`config.mk`:
```
export PLATFORM = sky130hd
export DESIGN_NAME = cb_cfg_loader
export DESIGN_NICKNAME = d
export VERILOG_FILES = /design/src/rtl/cb_cfg_loader.sv
export SDC_FILE = /design/constraint.sdc
export NUM_CORES = 1
export LEC_CHECK = 0
export CELL_PAD_IN_SITES_DETAIL_PLACEMENT = 1
export CELL_PAD_IN_SITES_GLOBAL_PLACEMENT = 1
export CORE_UTILIZATION = 49
export DETAILED_ROUTE_END_ITERATION = 10
export PLACE_DENSITY = 0.95
export SETUP_SLACK_MARGIN = 0.15
export SLEW_MARGIN = 20
export SYNTH_ARGS = -nofsm -noshare
export SYNTH_HDL_FRONTEND = slang
export SYNTH_SLANG_ARGS = --single-unit
```
`constraint.sdc`:
```
create_clock -name clk -period 6.1 [get_ports clk]
set_clock_uncertainty 0.1 [all_clocks]
set_input_delay 1.22 -clock clk [delete_from_list [all_inputs] [get_ports clk]]
set_output_delay 1.22 -clock clk [all_outputs]
set_load 0.02 [all_outputs]
```
`src/rtl/cb_cfg_loader.sv`:
```
// Word-serial connection-block config loader: shadow assembly, then atomic one-cycle commit to cfg.
// Optional even-parity check on each load word when CB_CFG_PARITY_EN is defined.
module cb_cfg_loader #(
   parameter int CFG_SIZE   = 256,
   parameter int WORD_WIDTH = 32
) (
   input  logic                  clk,
   input  logic                  rst_n,
   input  logic                  start,
   input  logic                  abort,
   input  logic [WORD_WIDTH-1:0] wdata,
   input  logic                  wvalid,
`ifdef CB_CFG_PARITY_EN
   input  logic                  wpar,
`endif
   output logic                  wready,
   output logic                  busy,
   output logic                  done,
   output logic                  err,
   output logic [CFG_SIZE-1:0]   cfg
);
   localparam int NWORDS = (CFG_SIZE + WORD_WIDTH - 1) / WORD_WIDTH;
   localparam int CW     = (NWORDS > 1) ? $clog2(NWORDS) : 1;
   localparam logic [CW-1:0] LAST_WORD = CW'(NWORDS - 1);

   localparam logic [1:0] S_IDLE   = 2'd0;
   localparam logic [1:0] S_LOAD   = 2'd1;
   localparam logic [1:0] S_COMMIT = 2'd2;

   logic [1:0]          state_q, state_d;
   logic [CW-1:0]       cnt_q, cnt_d;
   logic [CFG_SIZE-1:0] shadow_q, shadow_d;
   logic [CFG_SIZE-1:0] cfg_q, cfg_d;
   logic                accept;
   logic                sess_bad;

   // A word handshaken together with abort is dropped.
   assign accept = (state_q == S_LOAD) && wvalid && !abort;

`ifdef CB_CFG_PARITY_EN
   logic err_q, err_d;
   logic par_bad;

   assign par_bad  = ((^wdata) != wpar);
   assign sess_bad = err_q || par_bad;
   assign err      = err_q;

   always_comb begin
      err_d = err_q;
      if (state_q == S_IDLE && start && !abort) begin
         err_d = 1'b0;
      end else if (accept && par_bad) begin
         err_d = 1'b1;
      end
   end

   always_ff @(posedge clk or negedge rst_n) begin
      if (!rst_n) begin
         err_q <= 1'b0;
      end else begin
         err_q <= err_d;
      end
   end
`else
   assign sess_bad = 1'b0;
   assign err      = 1'b0;
`endif

   always_comb begin
      state_d  = state_q;
      cnt_d    = cnt_q;
      shadow_d = shadow_q;
      cfg_d    = cfg_q;
      case (state_q)
         S_IDLE: begin
            if (start && !abort) begin
               state_d  = S_LOAD;
               cnt_d    = '0;
               shadow_d = '0;
            end
         end
         S_LOAD: begin
            if (abort) begin
               state_d  = S_IDLE;
               cnt_d    = '0;
               shadow_d = '0;
            end else if (accept) begin
               // Bits beyond CFG_SIZE in the last word have no destination.
               for (int i = 0; i < CFG_SIZE; i++) begin
                  if (cnt_q == CW'(i / WORD_WIDTH)) begin
                     shadow_d[i] = wdata[i % WORD_WIDTH];
                  end
               end
               if (cnt_q == LAST_WORD) begin
                  cnt_d = '0;
                  if (sess_bad) begin
                     state_d  = S_IDLE;
                     shadow_d = '0;
                  end else begin
                     state_d = S_COMMIT;
                  end
               end else begin
                  cnt_d = cnt_q + 1'b1;
               end
            end
         end
         S_COMMIT: begin
            cfg_d   = shadow_q;
            state_d = S_IDLE;
         end
         default: state_d = S_IDLE;
      endcase
   end

   always_ff @(posedge clk or negedge rst_n) begin
      if (!rst_n) begin
         state_q  <= S_IDLE;
         cnt_q    <= '0;
         shadow_q <= '0;
         cfg_q    <= '0;
      end else begin
         state_q  <= state_d;
         cnt_q    <= cnt_d;
         shadow_q <= shadow_d;
         cfg_q    <= cfg_d;
      end
   end

   assign wready = (state_q == S_LOAD);
   assign busy   = (state_q == S_LOAD) || (state_q == S_COMMIT);
   assign done   = (state_q == S_COMMIT);
   assign cfg    = cfg_q;

endmodule

```
==> impl_metrics.py <==
metrics = {
    "timing": {
        "fin_crit_ns": 3.99,
        "setup_viol": 0,
        "max_slew_margin_pct": 28.2,
        "fin_crit_sh_pct": 65.4,
        "tns_ns": 0,
        "fin_ws_ns": 2.11,
        "fmax_mhz": 251,
        "tightest_slew_ns": 1.07,
        "hold_viol": 0,
        "slew_violations": 0,
        "rsz0062_at_grt": "no",
    },
    "worst_hold_path": {
        "min_from": "shadow_q[64]$_DFFE_PN0P_",
        "hold_path_end": "cfg[64]$_DFFE_PN0P_",
        "hp-class": "reg2reg",
        "hold_path_depth": 1,
    },
    "synthesis": {
        "seq_area_frac_synth_pct": 65.1,
        "netlist_area_um2": 19900,
        "synth_nets": 1253,
        "syn_area_per_cell_um2": 16.5,
        "synth_cells": 1206,
        "ys_seq_elements": 517,
        "ys_types": 30,
        "synth_ff_type": "dfrtp_1",
        "synth_enable_flop_cells": 0,
        "async_reset_ff_share_pct": 100,
        "yosysWarnings": 0,
    },
    "clock_tree": {
        "cts_max_level": 2,
        "cts_hold_buf": 0,
        "clkTransAtPathRegs_ns": 0.07,
        "cts_buffer_depth": 3,
        "cts_setup_buffers": 0,
        "cts_resized": 0,
        "cts_root_buffer": "clkbuf_16",
        "clock_sinks": 517,
        "cts_made_buffers": 52,
        "clk_latency_ns": 0.59,
        "tritoncts": "done",
    },
    "route": {
        "num_vias": 11300,
        "met3_length_um": 3420,
        "ant_nets": 0,
        "first_iter_violations": 498,
        "wl_met1_um": 21900,
        "maxUsedRoutingLayer": "met5",
        "routed_wirelength_um": 57700,
        "wl_per_cell_um": 28.2,
        "drc_errors": 0,
        "viasPerCell": 5.54,
        "met2_length_um": 30400,
        "drt-pass1-iter-count": 7,
    },
    "setup_path": {
        "critPathMaxStageDelay_ns": 0.76,
        "reg2reg_depth": 5,
        "crit_family": "buffers and inverters",
        "critPathSlowestCell": "ha_4",
        "ff2ff_setup_slack_ns": 2.38,
        "rr_endpoint": "cfg[89]$_DFFE_PN0P_",
        "r2r-start": "state_q[0]$_DFFE_PN0P_",
        "start_kind": "flip-flop",
        "crit_type": "reg2out",
        "arrival_ns": 2.67,
        "crit_fanout": 61,
        "critPathCaptureType": "primary output",
        "crit_chain": "inv_1 > ha_4 > clkdlybuf4s50_1",
        "cp_num_buf_inv": 2,
        "crit_required_ns": 4.78,
    },
    "run_status": {
        "status": "completed",
    },
    "place": {
        "port_buffers": 295,
        "place_ws_ns": 1.96,
        "gp_congestion": 0.813,
        "dp_hpwl_um": 35100,
    },
    "power_and_ir_drop": {
        "finalPower_mw": 13.1,
        "p_sw_share_pct": 34.2,
        "power_frac_comb_pct": 35.4,
        "power.leakage_nw": 12.0,
        "pwr-share-clk_pct": 23.9,
        "ir_worst_vdd_mv": 0.365,
        "internal-power_mw": 8.65,
        "p_per_area_nw_per_um2": 527,
        "seq_power_share_pct": 40.7,
        "switchingPower_mw": 4.49,
    },
    "floorplanning": {
        "core_area_um2": 39900,
        "ios": 297,
        "core.rowCount": 73,
        "dieWidth_um": 203,
        "dieArea_um2": 41400,
        "start_util_pct": 49.8,
        "die_h_um": 203,
    },
    "finish": {
        "antenna_cells": 0,
        "area_growth_pct": 25.4,
        "fillers": 3489,
        "layout.nets": 1532,
        "drive_gt1_share_pct": 40.4,
    },
    "flow_run": {
        "drv_cap": 0,
    },
    "global_route": {
        "grt_pass1_vias": 13200,
        "gr-usage-all-layers_pct": 28.8,
        "grt_pass1_wl_um": 87300,
        "overflow": 0,
        "grt_max_degree": 118,
        "antenna_found_initial": 1,
    },
}
[power by group through the flow]
| stage | Combinational, mW | Clock [mW] | Sequential (mW) |
|---|---|---|---|
| finish | 4.65 | 3.15 | 5.34 |
| global route | 4.88 | 3.33 | 5.44 |
| CTS | 4.69 | 3.21 | 5.33 |
| detailed placement | 4.59 | 0 | 5.31 |
| global placement | 4.36 | 0 | 5.16 |
| floorplan | 2.73 | 0 | 5.38 |
[synthesized netlist by cell type (3+ instances only)]
| master | n | area (um^2) |
|---|---|---|
| ha_1 | 10 | 125 |
| nand3b_1 | 3 | 22.5 |
| a222oi_1 | 8 | 80.1 |
| clkbuf_1 | 63 | 236 |
| nand3_1 | 5 | 25.0 |
| buf_2 | 11 | 55.1 |
| mux2_2 | 487 | 5480 |
| and2_0 | 31 | 194 |
| mux2_4 | 20 | 300 |
| dfrtp_1 | 517 | 12900 |
| inv_1 | 6 | 22.5 |
| buf_6 | 16 | 180 |
| mux2_1 | 8 | 90.1 |
[through the flow]
stage | util, % | hold slack, ns | instance area [um^2] | std cells
after floorplan | - | 0.352 | 19900 | 1206
after global placement | 58.2 | 0.363 | 23200 | 1955
after detailed placement | 58.2 | 0.375 | 23200 | 1955
after CTS | 62.4 | 0.389 | 24900 | 2045
after global routing | 62.5 | 0.413 | 24900 | 2046
final | 62.5 | 0.393 | 24900 | 2046
[registers in the layout, summed over array words and instances, names as in the netlist]
signal    cells
cnt_q         3
state_q       2
cfg         256
shadow_q    256
[kinds of logic (layout without fill, tap and decap cells)]
| group | after synthesis | in the layout | share of synthesized area, % |
|---|---|---|---|
| compound gates | 14 | 14 | 0.636 |
| fa+ha+maj | 10 | 10 | 0.629 |
| buf+inv | 100 | 415 | 2.58 |
| flops | 517 | 517 | 65.1 |
| mux | 515 | 515 | 29.5 |
| other cells | 1 | 1 | 0.0189 |
| simple gates | 49 | 49 | 1.52 |
[layout make-up]
cell class                 instances  area (um^2)  share of cell area, %
inverter                           7         26.3                  0.105
clock buffer                      83         1630                   6.53
sequential                       517        12900                   51.9
timing repair buffer             318         3180                   12.7
multi-input combinational        589         6470                   25.9
clock inverter                     7         37.5                  0.151
tap                              525          657                   2.63
[worst max-delay path by stage]
stage                     depth (start not counted)                        end                   start  slack (ns)
after CTS                                         3                       done  state_q[0]$_DFFE_PN0P_        2.07
after detailed placement                          5  shadow_q[240]$_DFFE_PN0P_                  wvalid        1.96
after global placement                            5  shadow_q[242]$_DFFE_PN0P_                  wvalid        2.13
final                                             3                       done  state_q[0]$_DFFE_PN0P_        2.11
after floorplan                                   5   shadow_q[64]$_DFFE_PN0P_                   abort        3.13
after global routing                              3                       done  state_q[0]$_DFFE_PN0P_        1.97
[per-layer routing]
| layer | global-route usage, % | vias to the layer above |
|---|---|---|
| met1 | 33.8 | 6076 |
| met2 | 50.7 | 379 |
| met5 | 0 | - |
| met4 | 11.0 | 2 |
| li1 | - | 4756 |
| met3 | 7.16 | 112 |
[cells in the final DEF, fill, tap and decap left out, types with 5 or more instances in the layout]
master / synthesis / final
mux2_2: 487 / 487
a222oi_1: 8 / 8
mux2_4: 20 / 20
nand3_1: 5 / 5
clkbuf_8: 0 / 19
clkinv_2: 0 / 6
clkbuf_1: 63 / 11
dfrtp_1: 517 / 517
mux2_1: 8 / 8
clkdlybuf4s50_1: 0 / 294
clkbuf_16: 0 / 53
and2_0: 31 / 31
buf_4: 1 / 20
ha_1: 10 / 9
inv_1: 6 / 6
(Power assumes the default switching activity.)
==> edit 1, RTL diff (same settings) <==
The option `CB_CFG_PARITY_EN` is turned on by a define.
--- a/src/rtl/cb_cfg_loader.sv
+++ b/src/rtl/cb_cfg_loader.sv
@@ -1,5 +1,7 @@
 // Word-serial connection-block config loader: shadow assembly, then atomic one-cycle commit to cfg.
 // Optional even-parity check on each load word when CB_CFG_PARITY_EN is defined.
+`define CB_CFG_PARITY_EN
+
 module cb_cfg_loader #(
    parameter int CFG_SIZE   = 256,
    parameter int WORD_WIDTH = 32
Interface: changed (added wpar); port bits go from 297 to 298. The function was not compared with the original's and may differ.
==> edit 1 against the original RTL <==
  * Area after synthesis up 16%
  * Critical endpoint is now shadow_q[101]$_DFFE_PN0P_
  * Die area rose by 16%
  * Critical path depth up 7
  * Global-route usage grew 6.3 points
  * Worst setup slack lost 0.38 ns
  * Final area increased by 13%
  * Critical path type is now in -> reg
  * Sequential cell count increased by 1
  * Routed wire length rose by 44%
Power is not compared: it rests on default switching activity, and its combinational part moved more than twofold at a synthesized area within 25%.
==> edit 1: results (changes against the original RTL) <==
syn nets -> 2070 (+65%)
post-route design area -> 28200 um2 (+13%)
FF-to-FF path depth -> 8 (+3)
nets -> 2241 (+46%)
Synth Area in Compound Gates -> 0.162 (+0.155)
Buffers excl. clock -> 351 (+10%)
Pre-Repair DR Iteration Count -> 6 (-1)
clock buf count -> 74 (-11%)
layout filler cell count -> 4647 (+33%)
CTS Sinks -> 518 (+0.19%)
multi-input logic area -> 9060 um2 (+40%)
FF-to-FF Start -> state_q[1]$_DFFE_PN0P_
Signal buf overhead -> 0.123 (-0.00436)
vias in the first global route -> 19800 (+50%)
run status -> complete, no violations
vias per cell -> 6.61 (+19%)
r2r setup slk -> 2.32 ns (-0.06 ns)
Unique masters post-synth -> 32 (+6.7%)
Syn Inst Count -> 2023 (+68%)
DP HPWL -> 49.4 mm (+41%)
maximum clock frequency -> 0.229 GHz (-8.7%)
Placement Cell Area -> 26400 um2 (+14%)
number of antenna violations at the first check in global routing -> 3 (+2)
initial drt markers -> 2015 (+300%)
worst hold margin -> 0.405 ns (+0.0112 ns)
critical hold path startpoint -> cfg[220]$_DFFE_PN0P_
Area contributors post-synth -> dfrtp_1, o211ai_1, mux2_2
sequential share of cell area -> 0.459 (-0.0595)
Synth Area in Adders -> 0.00487 (-0.00142)
gp weighted congestion -> 0.800 (-1.6%)
synth cell count leaders -> dfrtp_1, o211ai_1, mux2_2, nand2_1, nand3_1
multiplexer area fraction after synthesis -> 0.126 (-0.170)
I/O Buffers -> 297 (+0.68%)
CP Max Fanout -> 206 (+240%)
first-pass GRT wire length -> 126 mm (+44%)
placed cells -> 2745 (+40%)
CP endpoint -> shadow_q[101]$_DFFE_PN0P_
ClkCell Share -> 0.0642 (-0.00268)
xor-xnor portion of the synthesized cell area -> 0.0129 (+0.0129)
CP arrival -> 4.73 ns (+2.06 ns)
ant diodes -> 4 (+4)
Non-clock inverters -> 39 (+32)
clk_lat worst skew -> 0.61 ns (+0.02 ns)
Via Count -> 18800 (+66%)
layout cell share with drive strength beyond 1 -> 0.185 (-0.219)
Routed WL -> 83.2 mm (+44%)
number of CTS-inserted buffers -> 54 (+3.8%)
largest net degree at the start of global routing -> 228 (+93%)
Row Count -> 79 (+8.2%)
launch point of the critical path -> wdata[6]
comb_multi_in -> 1230 (+110%)
## edit 1: cells by family (layout without fill, tap and decap cells)
logic type	Yosys count	in the layout
mux	258	258
xor+xnor	30	30
simple gates	444	444
fa+ha+maj	9	9
compound gates	489	489
other cells	0	4
flops	518	518
buf+inv	275	485
## edit 1: worst max-delay path, stage by stage
cell,delay (ns)
clkdlybuf4s50_1,0.46
buf_4,0.30
xor2_1,0.23
xnor2_1,0.11
xnor2_1,0.23
xnor3_1,0.54
mux2i_4,0.40
buf_12,0.61
o211ai_1,0.21
o311ai_1,0.20
## edit 1: layer usage
layer  track usage  vias to the layer above  wire length (um)
met5             0                        -                 0
met4         0.203                        0              5240
met3        0.0571                      289              5890
met2         0.561                      931             39700
met1         0.453                     9858             32400
li1              -                     7730                 -
## edit 1: where the power goes
part | switching, uW | internal (uW) | total [uW] | leakage (uW)
Combinational | 1280 | 313 | 1590 | 0.00451
Sequential | 203 | 3620 | 3830 | 0.00722
Clock | 1430 | 2010 | 3440 | 0.000884
==> edit 2, RTL diff (same settings) <==
Without the edit above. `CFG_SIZE`: 256 -> 512.
--- a/src/rtl/cb_cfg_loader.sv
+++ b/src/rtl/cb_cfg_loader.sv
@@ -1,7 +1,7 @@
 // Word-serial connection-block config loader: shadow assembly, then atomic one-cycle commit to cfg.
 // Optional even-parity check on each load word when CB_CFG_PARITY_EN is defined.
 module cb_cfg_loader #(
-   parameter int CFG_SIZE   = 256,
+   parameter int CFG_SIZE   = 512,
    parameter int WORD_WIDTH = 32
 ) (
    input  logic                  clk,
Ports: changed (resized cfg); port bits go from 297 to 553. The function was not compared with the original's and may differ.
==> edit 2 against the original RTL <==
  * The flow now finishes with violations (slew limit)
  * Routed wire length is 120% higher
  * Critical path depth did not move
  * Die area increased by 93%
  * Worst hold slack lost 0.00084 ns
  * Power up 130%
  * Non-clock buffer count is 291 higher
  * Sequential cell count increased by 513
  * Area after synthesis increased by 94%
  * Final area grew 97%
  * Fmax shrank 3.3%
  * Via count increased by 99%
  * Worst setup slack worse by 0.14 ns
  * Core utilization rose by 0.84 points
  * Global-route usage increased by 3.1 points
  * Critical path type unchanged
  * Highest routed layer is now met4
==> edit 2: results (changes against the original RTL) <==
M3 GR Usage -> 0.0821 (+0.0105)
post-synthesis sequential area ratio -> 0.667 (+0.0166)
H-tree levels -> 3 (+1)
Via Count -> 22600 (+99%)
combinational share of power -> 0.407 (+0.053)
Post-synth EDFFs -> 0 (unchanged)
GRT Util Overall -> 0.319 (+0.0313)
P_leak -> 0.0239 uW (+99%)
Avg Inst Size Synth -> 16.7 um2 (+1.5%)
met1 Resource Use GR -> 0.363 (+0.0250)
met3 wire length -> 8.56 mm (+150%)
synth cell count leaders -> dfrtp_1, mux2_2, clkbuf_1, buf_2, and2_0
worst vdd ir -> 0.000386 V (+5.8%)
r2r setup slk -> 2.44 ns (+0.06 ns)
clk_lat worst skew -> 0.65 ns (+0.06 ns)
top routing layer in use -> met4
FF-to-FF path depth -> 6 (+1)
net switching power -> 10900 uW (+140%)
DP HPWL -> 77.7 mm (+120%)
worst slew pin tran -> 1.51 ns (+0.433 ns)
FF-to-FF Start -> state_q[1]$_DFFE_PN0P_
worst hold endpoint -> shadow_q[101]$_DFFE_PN0P_
dpl ws -> 1.48 ns (-0.485 ns)
CP arrival -> 2.80 ns (+0.13 ns)
Placement Cell Area -> 45500 um2 (+96%)
initial drt markers -> 1185 (+140%)
layout filler cell count -> 6664 (+91%)
met2 WL -> 64.7 mm (+110%)
I/O Buffers -> 551 (+87%)
number of CTS-inserted buffers -> 105 (+100%)
Routed WL -> 126 mm (+120%)
count of pins over their slew limit -> 27 (+27)
nets -> 2924 (+91%)
CP endpoint -> done
syn nets -> 2354 (+88%)
CP Max Fanout -> 62 (+1.6%)
worst hold margin -> 0.393 ns (-0.000843 ns)
layout cell share with drive strength beyond 1 -> 0.424 (+0.0196)
Pre-Repair DR Iteration Count -> 5 (-2)
number of antenna violations at the first check in global routing -> 7 (+6)
Worst R2R End -> shadow_q[180]$_DFFE_PN0P_
Tmin final -> 4.12 ns (+0.136 ns)
M1 WL -> 45.7 mm (+110%)
violated checks -> slew limit
first-pass GRT wire length -> 184 mm (+110%)
run status -> finished, violations left
vias in the first global route -> 26500 (+100%)
gp weighted congestion -> 0.792 (-2.6%)
largest net degree at the start of global routing -> 185 (+57%)
CP peak stage delay -> 0.78 ns (+0.02 ns)
critical hold path startpoint -> shadow_q[101]$_DFFE_PN0P_
GR Layer Usage met2 -> 0.551 (+0.0446)
vias per cell -> 5.63 (+1.8%)
placed cells -> 3810 (+95%)
Area contributors post-synth -> dfrtp_1, mux2_2, clkbuf_1
edit 2: logic make-up after synthesis:
family / synth area share
flip-flops: 0.667
other: 0.0000971
adder cells (fa/ha/maj): 0.00259
buffers and inverters: 0.0163
AND/OR/NAND/NOR: 0.0102
AO/OA/AOI/OAI: 0.00473
multiplexers: 0.299
edit 2: power groups by stage:
stage | Sequential, uW | Combinational [uW] | Clock (uW)
3_3_place_gp | 10500 | 11300 | 0
3_5_place_dp | 10800 | 11900 | 0
2_1_floorplan | 12000 | 4970 | 0
4_1_cts | 10900 | 12200 | 6960
5_1_grt | 11100 | 12600 | 7210
6_report | 10900 | 12200 | 6870
edit 2: final cells by class:
type	count	area, um2	area share
diodes	6	15.0	0.000305
clock buffers	150	3040	0.0617
clock inverters	41	637	0.0129
inverters	5	18.8	0.000381
multi-input cells	1128	12300	0.251
flip-flops and latches	1030	25800	0.524
well taps	1040	1300	0.0264
repair buffers	609	6090	0.124
